### config.mk
export PLATFORM = sky130hd
export DESIGN_NAME = ps2_mouse_rx_flat
export DESIGN_NICKNAME = d
export VERILOG_FILES = /design/src/rtl/ps2_mouse_rx_pkg.sv /design/src/rtl/ps2_mouse_rx_if.sv /design/src/rtl/ps2_byte_rx.sv /design/src/rtl/ps2_mouse_rx.sv /design/src/flat_wrapper.sv
export SDC_FILE = /design/constraint.sdc
export NUM_CORES = 1
export LEC_CHECK = 0
export BUFFER_PORTS_ARGS = -buffer_cell sky130_fd_sc_hd__buf_2
export CELL_PAD_IN_SITES_DETAIL_PLACEMENT = 2
export CELL_PAD_IN_SITES_GLOBAL_PLACEMENT = 2
export CORE_MARGIN = 4
export CORE_UTILIZATION = 35
export CTS_CLUSTER_DIAMETER = 80
export CTS_CLUSTER_SIZE = 30
export DETAILED_ROUTE_END_ITERATION = 7
export GPL_ROUTABILITY_DRIVEN = 0
export MAX_ROUTING_LAYER = met4
export PLACE_DENSITY_LB_ADDON = 0.1
export SKIP_CTS_REPAIR_TIMING = 1
export SLEW_MARGIN = 40
export SYNTH_ARGS = -nofsm -noshare
export SYNTH_HDL_FRONTEND = slang
export SYNTH_HIERARCHICAL = 1
export SYNTH_SLANG_ARGS = --single-unit
### constraint.sdc
create_clock -name clk_sys -period 3.8 [get_ports clk_sys]
set_clock_uncertainty 0.05 [all_clocks]
set_input_delay 0.19 -clock clk_sys [delete_from_list [all_inputs] [get_ports clk_sys]]
set_output_delay 0.19 -clock clk_sys [all_outputs]
set_load 0.01 [all_outputs]
### src/rtl/ps2_mouse_rx_pkg.sv
// ps2_mouse_rx_pkg
// Shared constants, packet-bus field positions and the frame state type for
// the receive-only PS/2 mouse link layer.
package ps2_mouse_rx_pkg;

   localparam int FRAME_BITS = 11;   // start + 8 data + parity + stop
   localparam int PKT_BYTES  = 3;    // status, dx, dy
   localparam int SYNC_BIT   = 3;    // always 1 in a valid status byte

   // ps2_mouse bus layout
   localparam int PS2M_W       = 25;
   localparam int PS2M_TOGGLE  = 24;
   localparam int PS2M_DY_HI   = 23;
   localparam int PS2M_DY_LO   = 16;
   localparam int PS2M_DX_HI   = 15;
   localparam int PS2M_DX_LO   = 8;
   localparam int PS2M_STAT_HI = 7;
   localparam int PS2M_STAT_LO = 0;

   typedef enum logic [1:0] {IDLE, DATA, PARITY, STOP} frame_state_t;

   // A frame is good when the stop bit is 1 and data+parity has odd weight.
   function automatic logic frame_good(input logic [7:0] d, input logic p,
                                       input logic stop_bit);
      return stop_bit & (^{d, p});
   endfunction

endpackage

### src/rtl/ps2_mouse_rx_if.sv
// ps2_mouse_rx_if
// Output bus of the PS/2 mouse receiver.
//   ps2_mouse   : [24] toggle per packet, [23:16] dy, [15:8] dx, [7:0] status
//   err         : one-cycle pulse on any discarded byte, frame or packet
//   frame_state : current frame FSM state (observation only)
//   byte_idx    : packet byte index 0..2 (observation only)
// The bus carries no handshake: ps2_mouse is level data and a new packet is
// signalled solely by the toggle bit changing; consumers compare it against
// their last seen value. err is a single-cycle strobe with no back-pressure.
interface ps2_mouse_rx_if;
   import ps2_mouse_rx_pkg::*;

   logic [PS2M_W-1:0] ps2_mouse;
   logic              err;
   frame_state_t      frame_state;
   logic [1:0]        byte_idx;

   modport master (output ps2_mouse, output err, output frame_state, output byte_idx);
   modport slave  (input  ps2_mouse, input  err, input  frame_state, input  byte_idx);

endinterface

### src/rtl/ps2_byte_rx.sv
// ps2_byte_rx
// Conditions the raw PS/2 pads and deframes 11-bit bytes.
//   clk_sys, reset_n   : system clock, async active-low reset
//   ps2_clk, ps2_data  : raw pad inputs (asynchronous)
//   rx_byte            : last deframed data byte (held)
//   byte_ok, byte_bad  : one-cycle strobes; byte_bad also fires on bit timeout
//   fall               : registered filtered-clock falling edge
//   state              : frame FSM state
module ps2_byte_rx
   import ps2_mouse_rx_pkg::*;
#(
   parameter int FILTER      = 8,
   parameter int BIT_TIMEOUT = 128000
) (
   input  logic         clk_sys,
   input  logic         reset_n,
   input  logic         ps2_clk,
   input  logic         ps2_data,
   output logic [7:0]   rx_byte,
   output logic         byte_ok,
   output logic         byte_bad,
   output logic         fall,
   output frame_state_t state
);

   localparam int FW = $clog2(FILTER + 1);
   localparam int TW = $clog2(BIT_TIMEOUT + 1);

   logic          clk_meta, clk_s, dat_meta, dat_s;
   logic          filt;
   logic [FW-1:0] fcnt;

   // Two-flop synchronisers; lines idle high.
   always_ff @(posedge clk_sys or negedge reset_n) begin
      if (!reset_n) begin
         clk_meta <= 1'b1;
         clk_s    <= 1'b1;
         dat_meta <= 1'b1;
         dat_s    <= 1'b1;
      end else begin
         clk_meta <= ps2_clk;
         clk_s    <= clk_meta;
         dat_meta <= ps2_data;
         dat_s    <= dat_meta;
      end
   end

   // Glitch filter: filt follows clk_s only after FILTER consecutive
   // differing samples. fall is raised in the same cycle filt drops, so the
   // edge is registered without an extra delay stage.
   always_ff @(posedge clk_sys or negedge reset_n) begin
      if (!reset_n) begin
         filt <= 1'b1;
         fcnt <= '0;
         fall <= 1'b0;
      end else begin
         fall <= 1'b0;
         if (clk_s == filt) begin
            fcnt <= '0;
         end else if (fcnt == FW'(FILTER - 1)) begin
            filt <= clk_s;
            fcnt <= '0;
            fall <= filt & ~clk_s;
         end else begin
            fcnt <= fcnt + FW'(1);
         end
      end
   end

   // Frame FSM
   frame_state_t  state_q, state_d;
   logic [7:0]    shift_q, shift_d;
   logic [2:0]    bcnt_q, bcnt_d;
   logic          par_q, par_d;
   logic [TW-1:0] tmo_q, tmo_d;
   logic          ok_d, bad_d;

   always_ff @(posedge clk_sys or negedge reset_n) begin
      if (!reset_n) begin
         state_q  <= IDLE;
         shift_q  <= '0;
         bcnt_q   <= '0;
         par_q    <= 1'b0;
         tmo_q    <= '0;
         byte_ok  <= 1'b0;
         byte_bad <= 1'b0;
      end else begin
         state_q  <= state_d;
         shift_q  <= shift_d;
         bcnt_q   <= bcnt_d;
         par_q    <= par_d;
         tmo_q    <= tmo_d;
         byte_ok  <= ok_d;
         byte_bad <= bad_d;
      end
   end

   always_comb begin
      state_d = state_q;
      shift_d = shift_q;
      bcnt_d  = bcnt_q;
      par_d   = par_q;
      tmo_d   = tmo_q;
      ok_d    = 1'b0;
      bad_d   = 1'b0;
      if (state_q == IDLE) begin
         tmo_d = '0;
         // A high data bit on an edge in IDLE is a spurious edge: ignored.
         if (fall && !dat_s) begin
            state_d = DATA;
            bcnt_d  = '0;
         end
      end else if (fall) begin
         // An edge always beats a timeout expiring in the same cycle.
         tmo_d = '0;
         case (state_q)
            DATA: begin
               shift_d = {dat_s, shift_q[7:1]};
               bcnt_d  = bcnt_q + 3'd1;
               if (bcnt_q == 3'd7) state_d = PARITY;
            end
            PARITY: begin
               par_d   = dat_s;
               state_d = STOP;
            end
            STOP: begin
               if (frame_good(shift_q, par_q, dat_s)) ok_d = 1'b1;
               else                                   bad_d = 1'b1;
               state_d = IDLE;
            end
            default: state_d = IDLE;
         endcase
      end else if (tmo_q == TW'(BIT_TIMEOUT - 1)) begin
         state_d = IDLE;
         bad_d   = 1'b1;
         tmo_d   = '0;
      end else begin
         tmo_d = tmo_q + TW'(1);
      end
   end

   assign rx_byte = shift_q;
   assign state   = state_q;

endmodule

### src/rtl/ps2_mouse_rx.sv
// ps2_mouse_rx
// Receive-only PS/2 mouse link layer: assembles 3-byte movement packets.
//   clk_sys, reset_n   : system clock, async active-low reset
//   ps2_clk, ps2_data  : raw pad inputs (never driven)
//   bus                : ps2_mouse packet bus, err strobe, observation signals
module ps2_mouse_rx
   import ps2_mouse_rx_pkg::*;
#(
   parameter int FILTER      = 8,
   parameter int BIT_TIMEOUT = 128000,
   parameter int PKT_TIMEOUT = 640000
) (
   input  logic           clk_sys,
   input  logic           reset_n,
   input  logic           ps2_clk,
   input  logic           ps2_data,
   ps2_mouse_rx_if.master bus
);

   localparam int          PW       = $clog2(PKT_TIMEOUT + 1);
   localparam logic [1:0]  LAST_IDX = 2'(PKT_BYTES - 1);

   logic [7:0]   rx_byte;
   logic         byte_ok, byte_bad, fall;
   frame_state_t state;

   ps2_byte_rx #(
      .FILTER      (FILTER),
      .BIT_TIMEOUT (BIT_TIMEOUT)
   ) u_byte_rx (
      .clk_sys  (clk_sys),
      .reset_n  (reset_n),
      .ps2_clk  (ps2_clk),
      .ps2_data (ps2_data),
      .rx_byte  (rx_byte),
      .byte_ok  (byte_ok),
      .byte_bad (byte_bad),
      .fall     (fall),
      .state    (state)
   );

   logic [1:0]        idx_q, idx_d;
   logic [7:0]        b0_q, b0_d, b1_q, b1_d;
   logic [PS2M_W-1:0] mouse_q, mouse_d;
   logic              err_q, err_d;
   logic [PW-1:0]     ptmo_q, ptmo_d;

   always_ff @(posedge clk_sys or negedge reset_n) begin
      if (!reset_n) begin
         idx_q   <= '0;
         b0_q    <= '0;
         b1_q    <= '0;
         mouse_q <= '0;
         err_q   <= 1'b0;
         ptmo_q  <= '0;
      end else begin
         idx_q   <= idx_d;
         b0_q    <= b0_d;
         b1_q    <= b1_d;
         mouse_q <= mouse_d;
         err_q   <= err_d;
         ptmo_q  <= ptmo_d;
      end
   end

   always_comb begin
      idx_d   = idx_q;
      b0_d    = b0_q;
      b1_d    = b1_q;
      mouse_d = mouse_q;
      err_d   = 1'b0;
      ptmo_d  = '0;
      if (byte_bad) begin
         idx_d = '0;
         err_d = 1'b1;
      end else if (byte_ok) begin
         if (idx_q == 2'd0) begin
            // Resync: a status byte always has bit 3 set.
            if (rx_byte[SYNC_BIT]) begin
               b0_d  = rx_byte;
               idx_d = 2'd1;
            end else begin
               err_d = 1'b1;
            end
         end else if (idx_q != LAST_IDX) begin
            b1_d  = rx_byte;
            idx_d = idx_q + 2'd1;
         end else begin
            mouse_d[PS2M_TOGGLE]               = ~mouse_q[PS2M_TOGGLE];
            mouse_d[PS2M_DY_HI:PS2M_DY_LO]     = rx_byte;
            mouse_d[PS2M_DX_HI:PS2M_DX_LO]     = b1_q;
            mouse_d[PS2M_STAT_HI:PS2M_STAT_LO] = b0_q;
            idx_d                              = '0;
         end
      end else if (idx_q != 2'd0 && state == IDLE) begin
         // On an edge the count is held: a start bit moves the frame out of
         // IDLE (clearing the count next cycle), a spurious edge does not.
         if (fall) begin
            ptmo_d = ptmo_q;
         end else if (ptmo_q == PW'(PKT_TIMEOUT - 1)) begin
            idx_d = '0;
            err_d = 1'b1;
         end else begin
            ptmo_d = ptmo_q + PW'(1);
         end
      end
   end

   assign bus.ps2_mouse   = mouse_q;
   assign bus.err         = err_q;
   assign bus.frame_state = state;
   assign bus.byte_idx    = idx_q;

endmodule

### src/flat_wrapper.sv
// flat-port wrapper written by rule: the top's interface ports become plain ports
module ps2_mouse_rx_flat import ps2_mouse_rx_pkg::*;
#(
   parameter int FILTER      = 8,
   parameter int BIT_TIMEOUT = 128000,
   parameter int PKT_TIMEOUT = 640000
)
  (clk_sys, reset_n, ps2_clk, ps2_data, bus_ps2_mouse, bus_err, bus_frame_state, bus_byte_idx);
  ps2_mouse_rx_if bus_i ();
  input  logic clk_sys;
  input  logic reset_n;
  input  logic ps2_clk;
  input  logic ps2_data;
  output wire logic [$bits(bus_i.ps2_mouse)-1:0] bus_ps2_mouse;
  output wire logic [$bits(bus_i.err)-1:0] bus_err;
  output wire logic [$bits(bus_i.frame_state)-1:0] bus_frame_state;
  output wire logic [$bits(bus_i.byte_idx)-1:0] bus_byte_idx;
  assign bus_ps2_mouse = bus_i.ps2_mouse;
  assign bus_err = bus_i.err;
  assign bus_frame_state = bus_i.frame_state;
  assign bus_byte_idx = bus_i.byte_idx;
  ps2_mouse_rx #(.FILTER(FILTER), .BIT_TIMEOUT(BIT_TIMEOUT), .PKT_TIMEOUT(PKT_TIMEOUT)) u_core (.clk_sys(clk_sys), .reset_n(reset_n), .ps2_clk(ps2_clk), .ps2_data(ps2_data), .bus(bus_i));
endmodule
==> impl_metrics.json, run 1 <==
{
  "comb_power_share": 0.025,
  "design_power_total_mw": 2.220,
  "cts-root-buf": "clkbuf_16",
  "layout_min_cycle_time_ps": 2279,
  "core_um2": 13400,
  "port_buffers": 33,
  "period_share": 0.5998,
  "fp.dieH_um": 125.9,
  "worstSetupStartpointType": "flip-flop",
  "switching_share": 0.2254,
  "maxCapViolCount": 0,
  "final_common_cell": "dfrtp_1",
  "synth-warning-count": 6,
  "synth_top_area_share": 0.5247,
  "cp.arrival_ps": 2450,
  "synth_area_leaders": "dfrtp_1, mux2_2, xor2_1",
  "cts_tree": "yes",
  "synthCells": 406,
  "slew_viol_final": 0,
  "status": "completed",
  "setup_tns_ps": 0,
  "clock_sinks": 107,
  "die-width_um": 125.9,
  "hpwl_um": 8013,
  "cp_max_fo": 9,
  "hold_class": "input pin to asynchronous set/reset pin",
  "power_frac_seq": 0.525,
  "htree_num_levels": 3,
  "grt_pass1_wl_um": 19440,
  "num_rows": 42,
  "numCtsBuffers": 9,
  "pwr-share-clk": 0.450,
  "grt_pass1_vias": 3712,
  "wl_um": 11160,
  "die-area_um2": 15850,
  "ys.flop_type": "dfrtp_1",
  "first_pass_iters": 4,
  "syn-num-nets": 420,
  "nets": 460,
  "drc": 0,
  "start_util": 0.3630,
  "grt_start_max_net_pins": 40,
  "stdcell_count": 627,
  "power.density_nw_per_um2": 398.5,
  "area_delta_synth_final_pct": 14.53,
  "worst-slew-pin-transition_ps": 670.5,
  "track_usage": 0.1552,
  "via_per_inst": 5.319,
  "dp.cells": 608,
  "final_cell_mix": "dfrtp_1, mux2_2, buf_2, nand2_1, nor2_1",
  "clk_pin_slew_ps": 80,
  "fillCellCount": 1394,
  "via_count": 3335,
  "met3_length_um": 234,
  "top_layer_used": "met4",
  "n_antenna_cell": 0,
  "async_reset_ff_frac": 1.000,
  "wl_per_cell_um": 17.80,
  "setup_violations": 0,
  "grt_overflow": 0,
  "crit_type": "flip-flop to flip-flop",
  "wl_met1_um": 5187,
  "critPathRequiredTime_ps": 3970,
  "internal-power_mw": 1.720,
  "yosysSeqAreaShare": 0.5517,
  "max_slew_margin": 0.5523,
  "cts_buffer_depth": 2,
  "synthDistinctLibCells": 50,
  "synth_edf_count": 0,
  "grt_setup_unrepaired": "no",
  "r2r_cells": 5,
  "drive_above_1_share": 0.2639,
  "synth_largest_area_cell": "dfrtp_1",
  "max_clock_freq_ghz": 0.4387,
  "worstSkewPairLatency_ps": 350,
  "synth_seq_cells": 107,
  "wl_met2_um": 5593,
  "syn_avg_cell_area_um2": 11.98,
  "p_leak_nw": 2.575,
  "p_switching_uw": 500.4,
  "cp-end-kind": "flip-flop",
  "syn-cell-area_um2": 4865,
  "drtAntennaViolNets": 0,
  "peakVddDrop_mv": 0.2526,
  "drtIter0Drc": 116,
  "antenna_found_initial": 0,
  "finalHoldViolations": 0,
  "io_pins": 34
}
==> registers in the layout, summed over array words and instances, names as in the netlist, 2 cells and up <==
register                  flops
u_core/u_byte_rx/rx_byte      8
u_core/bus.ps2_mouse         25
u_core/ptmo_q                20
u_core/b1_q                   8
u_core/u_byte_rx/fcnt         4
u_core/u_byte_rx/state        2
u_core/bus.byte_idx           2
u_core/u_byte_rx/tmo_q       17
u_core/u_byte_rx/bcnt_q       3
u_core/b0_q                   8
==> kinds of logic after synthesis <==
logic type / Yosys count / synth area share
adder cells (fa/ha/maj): 10 / 0.02572
AO/OA/AOI/OAI: 54 / 0.07665
buffers and inverters: 16 / 0.01543
multiplexers: 52 / 0.1199
AND/OR/NAND/NOR: 143 / 0.1618
XOR/XNOR: 24 / 0.04887
flip-flops: 107 / 0.5517
==> worst paths after layout <==
check / start / to / slack [ps]
min: reset_n / u_core/ptmo_q[1]$_DFFE_PN0P_ / 280
min in group clk_sys: u_core/u_byte_rx/dat_meta$_DFF_PN1_ / u_core/u_byte_rx/dat_s$_DFF_PN1_ / 310
max in group asynchronous: reset_n / u_core/u_byte_rx/clk_meta$_DFF_PN1_ / 2550
min reg2reg: u_core/u_byte_rx/dat_meta$_DFF_PN1_ / u_core/u_byte_rx/dat_s$_DFF_PN1_ / 310
max: u_core/ptmo_q[0]$_DFFE_PN0P_ / u_core/ptmo_q[5]$_DFFE_PN0P_ / 1520
max reg2reg: u_core/ptmo_q[0]$_DFFE_PN0P_ / u_core/ptmo_q[5]$_DFFE_PN0P_ / 1520
==> layout make-up <==
cell class,count,area (µm²),share of cell area
flip-flops and latches,107,2684,0.4817
multi-input cells,283,2107,0.3782
clock buffers,10,239.0,0.04289
repair buffers,39,220.2,0.03952
well taps,176,220.2,0.03952
clock inverters,6,78.83,0.01415
inverters,6,22.52,0.004042
==> power by group through the flow <==
stage	Combinational (mW)	Sequential, mW	Clock (mW)
5_1_grt	0.0684	1.17	1.10
2_1_floorplan	0.0238	1.19	0
4_1_cts	0.0580	1.17	1.03
3_3_place_gp	0.0551	1.19	0
3_5_place_dp	0.0573	1.19	0
6_report	0.0563	1.17	0.998
==> per-stage QoR <==
| stage | hold slack (ps) | setup WS (ps) | instance area, µm² | utilization |
|---|---|---|---|---|
| after floorplan | -155.6 | 1974 | 4865 | - |
| after global placement | 111.1 | 1599 | 5215 | 0.3892 |
| after detailed placement | 116.4 | 1516 | 5224 | 0.3898 |
| after CTS | -264.4 | 1493 | 5542 | 0.4135 |
| after global routing | 317.0 | 1279 | 5572 | 0.4158 |
| final | 277.2 | 1521 | 5572 | 0.4158 |
==> worst max-delay path, stage by stage, from the launching register on <==
cell	delay, ps
dfrtp_1	480
ha_1	250
nor2b_1	510
nand4_1	320
o21bai_2	430
nor2_1	110
==> synthesized netlist by cell type (all sizes together), types with 6 or more instances <==
| master | count |
|---|---|
| a21oi | 19 |
| o21ai | 10 |
| ha | 10 |
| o31ai | 10 |
| inv | 6 |
| nor2 | 27 |
| dfrtp | 102 |
| nor2b | 8 |
| xor2 | 17 |
| nand2 | 32 |
| mux2 | 50 |
| or4 | 13 |
| nand3 | 18 |
| nand4 | 11 |
==> metal layers <==
metal / vias up / track usage
met5: - / -
met4: 0 / 0.05300
met3: 9 / 0.02371
met2: 31 / 0.2529
met1: 1735 / 0.1986
li1: 1560 / -
Note: power is estimated with default switching activity, not from simulation.
==> run 2, diff against run 1 <==
- clock period: 3.8 -> 2.2 ns (I/O delays scaled with it)
==> impl_metrics.json, run 2 (synthesis results as in run 1) <==
{
  "status": "completed",
  "fin_ws_ps": 174.3,
  "drive_above_1_share": 0.2804,
  "fin_hold_ws_ps": 98.53,
  "dp.cells": 617,
  "p_leak_nw": 2.621,
  "die-area_um2": 15850,
  "busiest_layer": "met2",
  "grt.met2_usage": 0.2426,
  "worst-slew-pin-transition_ps": 610.3,
  "dp_slack_ps": 122.9,
  "grt_pass1_wl_um": 19460,
  "htree_num_levels": 3,
  "hpwl_um": 8061,
  "power.density_nw_per_um2": 669.4,
  "worstSkewPairLatency_ps": 350,
  "n_antenna_cell": 0,
  "stdcell_count": 636,
  "drc": 0,
  "start_util": 0.3630,
  "slew_viol_final": 0,
  "drtIter0Drc": 134,
  "worstSetupStartpointType": "flip-flop",
  "cts_tree": "yes",
  "finalHoldViolations": 0,
  "core_um2": 13400,
  "final_common_cell": "dfrtp_1",
  "crit_type": "flip-flop to flip-flop",
  "hold_class": "input pin to asynchronous set/reset pin",
  "wl_um": 11310,
  "multiInputGateArea_um2": 2122,
  "cp-end-kind": "flip-flop",
  "max_clock_freq_ghz": 0.4936,
  "port_buffers": 33,
  "wl_per_cell_um": 17.78,
  "via_count": 3390,
  "cts-root-buf": "clkbuf_16",
  "fp.dieH_um": 125.9,
  "die-width_um": 125.9,
  "globalRouteMet3Util": 0.02710,
  "layout_min_cycle_time_ps": 2026,
  "area_delta_synth_final_pct": 16.28,
  "maxCapViolCount": 0,
  "fillCellCount": 1411,
  "track_usage": 0.1549,
  "antenna_found_initial": 0,
  "cts_buffer_depth": 2,
  "seqCellArea_um2": 2684,
  "largest_reg_flops": 25,
  "peakVddDrop_mv": 0.3180,
  "cp_max_fo": 8,
  "clk_pin_slew_ps": 70,
  "final_cell_mix": "dfrtp_1, mux2_2, buf_2, nand2_1, nor2_1",
  "max_slew_margin": 0.5925,
  "setup_tns_ps": 0,
  "grt_overflow": 0,
  "numCtsBuffers": 9,
  "dpl_cell_area_um2": 5303,
  "grt_pass1_vias": 3713,
  "met1_usage": 0.2059,
  "critPathRequiredTime_ps": 2370,
  "stdcell_area_um2": 5657,
  "period_share": 0.9208,
  "io_pins": 34,
  "clock_sinks": 107,
  "grt_setup_unrepaired": "no",
  "num_rows": 42,
  "nets": 469,
  "cp.arrival_ps": 2200,
  "setup_violations": 0,
  "grt_start_max_net_pins": 71,
  "drtAntennaViolNets": 0,
  "via_per_inst": 5.330,
  "first_pass_iters": 4
}
## run 2: stage by stage
step                      utilization  power, mW
after floorplan                     -      2.089
after global placement         0.3957      2.149
after detailed placement       0.3957      2.159
after CTS                      0.4187      3.856
after global routing           0.4221      3.981
final                          0.4221      3.786
## run 2: critical path: stages (launching register included)
cell and delay [ps]:
dfrtp_1 450, or4_4 580, o311ai_2 540, or3_2 220, a21oi_1 60
## run 2: routing by layer
layer	part of all wire	wire (µm)
met4	0.014	157
met5	0	0
met2	0.48	5393
met3	0.027	300
met1	0.48	5455
## run 2: final cells by class
class	instances	area share
clock buffers	9	0.03981
clock inverters	7	0.01460
inverters	6	0.003981
multi-input cells	283	0.3751
flip-flops and latches	107	0.4745
well taps	176	0.03893
repair buffers	48	0.05309
## run 2: final timing paths
path                       slack [ps]                             startpoint  depth (start not counted)                                  end
max                               170  u_core/u_byte_rx/state[1]$_DFFE_PN0P_                          4         u_core/ptmo_q[9]$_DFFE_PN0P_
min                               100                                reset_n                          2        u_core/ptmo_q[11]$_DFFE_PN0P_
max in group asynchronous        1360                                reset_n                          3  u_core/u_byte_rx/dat_meta$_DFF_PN1_
min reg2reg                       310    u_core/u_byte_rx/clk_meta$_DFF_PN1_                          0     u_core/u_byte_rx/clk_s$_DFF_PN1_
min in group clk_sys              310    u_core/u_byte_rx/clk_meta$_DFF_PN1_                          0     u_core/u_byte_rx/clk_s$_DFF_PN1_
max reg2reg                       170  u_core/u_byte_rx/state[1]$_DFFE_PN0P_                          4         u_core/ptmo_q[9]$_DFFE_PN0P_
## run 2: power breakdown
part	total [mW]	leakage, nW	switching, mW	internal, mW
combinational	0.105	0.995	0.0664	0.0385
sequential	2.01	1.48	0.0187	2.00
clock	1.67	0.150	0.764	0.903
total	3.79	2.62	0.849	2.94
==> run 3, diff against run 2 <==
- PLACE_DENSITY_LB_ADDON: 0.1 -> 0.12
==> impl_metrics.json, run 3 (synthesis results as in run 1) <==
{
  "cp-end-kind": "flip-flop",
  "die-width_um": 125.9,
  "drc": 0,
  "worstSetupStartpointType": "flip-flop",
  "critPathRequiredTime_ps": 2420,
  "via_count": 3371,
  "maxCapViolCount": 0,
  "drtAntennaViolNets": 0,
  "startpoint": "u_core/u_byte_rx/state[1]$_DFFE_PN0P_",
  "max_slew_margin": 0.6588,
  "setup_violations": 0,
  "slew_viol_final": 0,
  "wl_per_cell_um": 18.22,
  "grt_pass1_wl_um": 19550,
  "final_cell_mix": "dfrtp_1, mux2_2, buf_2, nand2_1, nor2_1",
  "clock_sinks": 107,
  "fin_util": 0.4219,
  "layout_min_cycle_time_ps": 2010,
  "grt_setup_unrepaired": "no",
  "period_share": 0.9137,
  "p_leak_nw": 2.626,
  "critPathSlowestCell": "dfrtp_1",
  "peakVddDrop_mv": 0.3689,
  "via_per_inst": 5.284,
  "first_pass_iters": 4,
  "cp_max_fo": 8,
  "status": "completed",
  "cts_buffer_depth": 2,
  "area_delta_synth_final_pct": 16.23,
  "cp.arrival_ps": 2230,
  "rr_endpoint": "u_core/u_byte_rx/state[0]$_DFFE_PN0P_",
  "power.density_nw_per_um2": 664.2,
  "crit_type": "flip-flop to flip-flop",
  "n_antenna_cell": 0,
  "hold_class": "input pin to asynchronous set/reset pin",
  "htree_num_levels": 3,
  "antenna_found_initial": 0,
  "crit_path_end": "u_core/u_byte_rx/state[0]$_DFFE_PN0P_",
  "clk_pin_slew_ps": 80,
  "grt_start_max_net_pins": 46,
  "grt_overflow": 0,
  "nets": 471,
  "cpPeakStageDelay_ps": 450,
  "wl_um": 11630,
  "fin_ws_ps": 189.9,
  "cts_tree": "yes",
  "hpwl_um": 8227,
  "drtIter0Drc": 109,
  "r2r_cells": 6,
  "die-area_um2": 15850,
  "num_rows": 42,
  "drive_above_1_share": 0.2814,
  "finalHoldViolations": 0,
  "grt_pass1_vias": 3640,
  "fp.dieH_um": 125.9,
  "numCtsBuffers": 9,
  "core_um2": 13400,
  "largest_reg_flops": 25,
  "track_usage": 0.1580,
  "setup_tns_ps": 0,
  "final_common_cell": "dfrtp_1",
  "dp_slack_ps": 168.3,
  "worst-slew-pin-transition_ps": 511.0,
  "crit_chain": "inv_1 > ha_2 > nor2b_1 > mux2i_1 > a2bb2o_1 > a21oi_1",
  "rr_startpoint": "u_core/u_byte_rx/state[1]$_DFFE_PN0P_",
  "cts-root-buf": "clkbuf_16",
  "io_pins": 34,
  "port_buffers": 33,
  "design_power_total_mw": 3.756,
  "start_util": 0.3630,
  "ff2ff_setup_slack_ps": 190,
  "max_clock_freq_ghz": 0.4975,
  "worstSkewPairLatency_ps": 360
}
==> run 3: cell count changes in the layout (fill, tap and decap cells not counted), sizes merged <==
| cell | change |
|---|---|
| buf | +2 |
| bufinv | -1 |
| clkinv | +1 |
| clkinvlp | -1 |
| inv | +1 |
==> run 3: cell type report <==
class	instances	area, µm²
Tap cell	176	220.2
Multi-Input combinational cell	283	2108
Fill cell	1365	7746
Timing Repair Buffer	50	315.3
Clock inverter	7	78.83
Clock buffer	9	225.2
Sequential cell	107	2684
Inverter	6	22.52
==> run 3: metal layers <==
metal | track usage | up-vias | share of wire
met4 | 0.05868 | 0 | 0.015
met1 | 0.2031 | 1753 | 0.46
met5 | - | - | 0
li1 | - | 1578 | -
met2 | 0.2504 | 27 | 0.50
met3 | 0.02921 | 13 | 0.028
==> run 3: worst min-delay path by stage <==
stage / start / to / depth (start not counted)
after CTS: reset_n / u_core/ptmo_q[10]$_DFFE_PN0P_ / 1
after detailed placement: reset_n / u_core/ptmo_q[7]$_DFFE_PN0P_ / 1
final: reset_n / u_core/ptmo_q[9]$_DFFE_PN0P_ / 2
after global routing: reset_n / u_core/ptmo_q[9]$_DFFE_PN0P_ / 2
after floorplan: reset_n / u_core/b0_q[0]$_DFFE_PN0P_ / 0
after global placement: reset_n / u_core/ptmo_q[7]$_DFFE_PN0P_ / 1
==> run 3: power by group <==
part | switching, mW | internal, mW
clock network | 0.828 | 0.811
registers | 0.0182 | 1.99
logic | 0.0650 | 0.0380
==> run 3: per-stage QoR <==
stage / area [µm²] / cells / hold slack (ps)
2_1_floorplan: 4865 / 406 / -235.6
6_report: 5654 / 638 / 195.2
5_1_grt: 5654 / 638 / 242.3
4_1_cts: 5622 / 635 / -348.6
3_5_place_dp: 5318 / 619 / 43.57
3_3_place_gp: 5318 / 619 / 40.56
==> run 3: worst max-delay path: cells and delay by family, from the launching register on <==
| family | cells | cell delay, ps |
|---|---|---|
| AOI/OAI and AO/OA | 2 | 460 |
| DFF | 1 | 450 |
| adders and majority gates | 1 | 290 |
| and+or+nand+nor | 1 | 290 |
| muxes | 1 | 240 |
| buffers and inverters | 1 | 150 |
